## src/rtl/mul_controller.sv

```systemverilog
// Control FSM for an add-and-decrement multiplier: loads A and B from the shared
// datain bus, adds A into the product once per multiplier count, then holds done until ack.
module mul_controller (
  input  logic        clk,
  input  logic        rst,
  input  logic        start,
  input  logic        eqz,
  input  logic        ack,
  output logic        lda,
  output logic        ldb,
  output logic        clrp,
  output logic        ldp,
  output logic        decb,
  output logic        busy,
  output logic        done,
  output logic [15:0] iter_cnt,
  output logic [2:0]  dbg_state
);

  // Handshake: start is a level request taken only in IDLE (ignored while busy);
  // done stays high in DONE until ack is seen there, and ack anywhere else is ignored.
  typedef enum logic [2:0] {
    S_IDLE   = 3'd0,
    S_LOAD_A = 3'd1,
    S_LOAD_B = 3'd2,
    S_CALC   = 3'd3,
    S_DONE   = 3'd4
  } state_e;

  state_e      state_q, state_d;
  logic [15:0] iter_cnt_q, iter_cnt_d;

  always_ff @(posedge clk) begin
    if (rst) begin
      state_q    <= S_IDLE;
      iter_cnt_q <= 16'd0;
    end else begin
      state_q    <= state_d;
      iter_cnt_q <= iter_cnt_d;
    end
  end

  always_comb begin
    state_d = state_q;
    case (state_q)
      S_IDLE:   if (start) state_d = S_LOAD_A;
      S_LOAD_A: state_d = S_LOAD_B;
      S_LOAD_B: state_d = S_CALC;
      S_CALC:   if (eqz) state_d = S_DONE;
      S_DONE:   if (ack) state_d = S_IDLE;
      default:  state_d = S_IDLE;
    endcase
  end

  // ldp/decb and the count increment are the only outputs that look at eqz.
  always_comb begin
    lda        = 1'b0;
    ldb        = 1'b0;
    clrp       = 1'b0;
    ldp        = 1'b0;
    decb       = 1'b0;
    busy       = 1'b1;
    done       = 1'b0;
    iter_cnt_d = iter_cnt_q;
    case (state_q)
      S_IDLE: begin
        busy = 1'b0;
      end
      S_LOAD_A: begin
        lda = 1'b1;
      end
      S_LOAD_B: begin
        ldb        = 1'b1;
        clrp       = 1'b1;
        iter_cnt_d = 16'd0;
      end
      S_CALC: begin
        if (!eqz) begin
          ldp        = 1'b1;
          decb       = 1'b1;
          iter_cnt_d = iter_cnt_q + 16'd1;
        end
      end
      S_DONE: begin
        done = 1'b1;
      end
      default: begin
        busy = 1'b0;
      end
    endcase
  end

  assign iter_cnt  = iter_cnt_q;
  assign dbg_state = state_q;

endmodule

```

## config.mk

```make
export PLATFORM = sky130hd
export DESIGN_NAME = mul_controller
export DESIGN_NICKNAME = d
export VERILOG_FILES = /design/src/rtl/mul_controller.sv
export SDC_FILE = /design/constraint.sdc
export NUM_CORES = 1
export LEC_CHECK = 0
export ABC_AREA = 0
export CAP_MARGIN = 15
export CORE_ASPECT_RATIO = 1.25
export CORE_MARGIN = 1.5
export CORE_UTILIZATION = 40
export CTS_BUF_LIST = sky130_fd_sc_hd__clkbuf_8
export DETAILED_ROUTE_END_ITERATION = 8
export PLACE_DENSITY_LB_ADDON = 0.1
export SYNTH_ARGS = -nofsm -noshare
export SYNTH_HDL_FRONTEND = slang
export SYNTH_SLANG_ARGS = --single-unit
```

## constraint.sdc

```tcl
create_clock -name clk -period 2.1 [get_ports clk]
set_clock_uncertainty 0.1 [all_clocks]
set_input_delay 0.21 -clock clk [delete_from_list [all_inputs] [get_ports clk]]
set_output_delay 0.21 -clock clk [all_outputs]
set_load 0.02 [all_outputs]
```

==> impl_metrics.yaml <==
clock_tree:
  cts_buffer_depth: 2
  cts_tree: "yes"
  hold_buffers: 0
  cts.repair.resized: 0
  cts_root_buffer: "clkbuf_8"
  h-tree-depth: 1
  numCtsBuffers: 3
  cts_sinks: 19
  cts_setup_buffers: 0
  insertion_delay_ns: 0.25
  clk_pin_slew_ns: 0.08
timing:
  setup_viol: 0
  max_slew_margin: 0.807
  timing.setup.tns_ns: 0
  fin_crit_ns: 2.01
  finalMaxSlewViolations: 0
  hold_viol_final: 0
  grt_setup_unrepaired: "no"
  worstMarginPinSlew_ns: 0.288
  post-route-period-util: 0.957
  max_freq_mhz: 497
global_routing:
  grt_overflow: 0
  grt_pass1_wl_um: 3610
  grt_use_total: 0.177
  antenna_found_initial: 0
  grt_pass1_vias: 859
  grt_max_degree: 14
setup_path:
  cp_slowest_cell: "clkdlybuf4s50_1"
  endpoint_kind: "output port"
  reg2reg_to: "iter_cnt[11]"
  rrSetupSlack_ns: 0.20
  required_ns: 1.79
  crit_path_start: "dbg_state[1]"
  reg2reg_from: "iter_cnt[0]"
  worstPathMaxFanout: 5
  arrival_ns: 1.70
  crit_type: "reg2out"
  cp_slowest_stage_delay_ns: 0.61
  worstSetupStartpointType: "register"
  path_cells: "buf_4 -> nor2_1 -> xnor2_1 -> clkdlybuf4s50_1"
  r2r_cells: 4
detailed_routing:
  wl_um: 2100
  antenna_left: 0
  wl_per_cell_um: 11.7
  viasPerCell: 5.18
  drt_iter0_markers: 10
  drt_first_pass_iters: 4
  drc: 0
  vias: 932
yosys:
  yosysTopAreaCellShare: 0.390
  syn_inst: 115
  ys_ff_latch: 19
  syn_area_um2: 975
  synth.distinct_cells: 37
  ys_seq_area_frac: 0.390
  synth_top_cells_by_area: "dfxtp_1 39%, a21oi_1 5.6%, or3_1 4.5%"
  syn_nets: 121
  yosysWarnings: 0
  yosysTopAreaCell: "dfxtp_1"
  synth_area_per_cell_um2: 8.48
layout:
  fill_cells: 215
  n_antenna_cell: 0
  mostFrequentLayoutCell: "clkdlybuf4s50_1"
  final_cell_mix: "27 x clkdlybuf4s50_1, 19 x dfxtp_1, 11 x nor2_1, 11 x a21oi_1"
  final_nets: 156
  drive_gt1_frac: 0.128
  fin_cells: 180
  syn_to_final_growth_pct: 40.6
  fin_area_um2: 1370
placed_design:
  placed_area_um2: 1310
  gp_congestion: 0.767
  place_inst: 176
  portBuffers: 30
  hpwlAfterDp_um: 1580
die:
  die_y_um: 58.2
  core_area_um2: 2260
  io-pin-count: 31
  start_util: 0.432
  die_area_um2: 2740
  num_rows: 19
  die_w_um: 47.2
pwr:
  total_power_uw: 731
  p_leak_uw: 0.000531
  p_per_area_nw_per_um2: 533
  ir_drop_mv: 0.366
hold_path:
  hold_end: "dbg_state[0]"
  worstHoldPathCells: 1
  hold_path_class: "reg2reg"
  hold_start: "dbg_state[2]"
run:
  maxCapViolCount: 0
outcome:
  outcome: "finished clean"
## registers in the layout (all words and copies together), names as in the netlist
name / cells
dbg_state: 3
iter_cnt: 16
## layout make-up
class / instances / area (um2) / area share
Timing Repair Buffer: 38 / 368 / 0.268
Inverter: 4 / 15.0 / 0.0110
Sequential cell: 19 / 380 / 0.278
Clock inverter: 1 / 5.00 / 0.00365
Tap cell: 31 / 38.8 / 0.0283
Multi-Input combinational cell: 84 / 522 / 0.381
Clock buffer: 3 / 41.3 / 0.0301
## synth_stat cells, drive strengths merged
cell / count
dfxtp: 19
a21oi: 11
nor2: 11
o21ai: 8
or3: 8
nand2: 7
buf: 6
inv: 4
nand3: 4
xnor2: 4
nand4: 3
nor3: 3
nor3b: 3
a22oi: 2
and3: 2
clkbuf: 2
xor2: 2
a21bo: 1
a21o: 1
and2: 1
and4: 1
and4b: 1
ha: 1
nand2b: 1
nand4b: 1
nand4bb: 1
nor2b: 1
nor4: 1
nor4b: 1
o221ai: 1
o31ai: 1
or2: 1
or4: 1
## worst max-delay path by stage
stage	slack, ns	to	cells past startpoint
floorplan	0.1	iter_cnt[11]	5
global placement	-0.06	iter_cnt[11]	5
detailed placement	-0.13	iter_cnt[11]	5
CTS	0.05	ldp	4
global route	0.007	busy	4
finish	0.09	busy	4
## cells by family after synthesis
kind of cell / synth area share
compound gates: 0.155
xor+xnor: 0.0539
fa+ha+maj: 0.0128
buf+inv: 0.0783
flops: 0.390
simple gates: 0.309
## per-stage QoR
step                utilization  worst slack (ns)  hold WS (ns)
floorplan                     -            0.0963         0.179
global placement          0.581           -0.0567         0.383
detailed placement        0.581            -0.131         0.399
CTS                       0.602            0.0486         0.410
global route              0.607           0.00737         0.443
finish                    0.607            0.0898         0.405
## worst max-delay path, delay by kind of cell, from the launching register on
family | cells | cell delay (ns)
buf+inv | 2 | 0.77
xor+xnor | 1 | 0.14
simple gates | 1 | 0.19
flops | 1 | 0.35
## power breakdown
group          total [uW]  switching [uW]  internal (uW)  leakage, uW
combinational         109            57.6           51.6     0.000352
clock                 252             120            132    0.0000255
sequential            370            5.12            365     0.000153
## per-layer routing
layer  track usage  vias to the layer above  part of all wire
li1              -                      476                 -
met1         0.224                      437              0.46
met2         0.301                       17              0.50
met3        0.0187                        2             0.031
met4        0.0595                        0            0.0067
met5             0                        -                 0
Power figures use the tool's default switching activity.
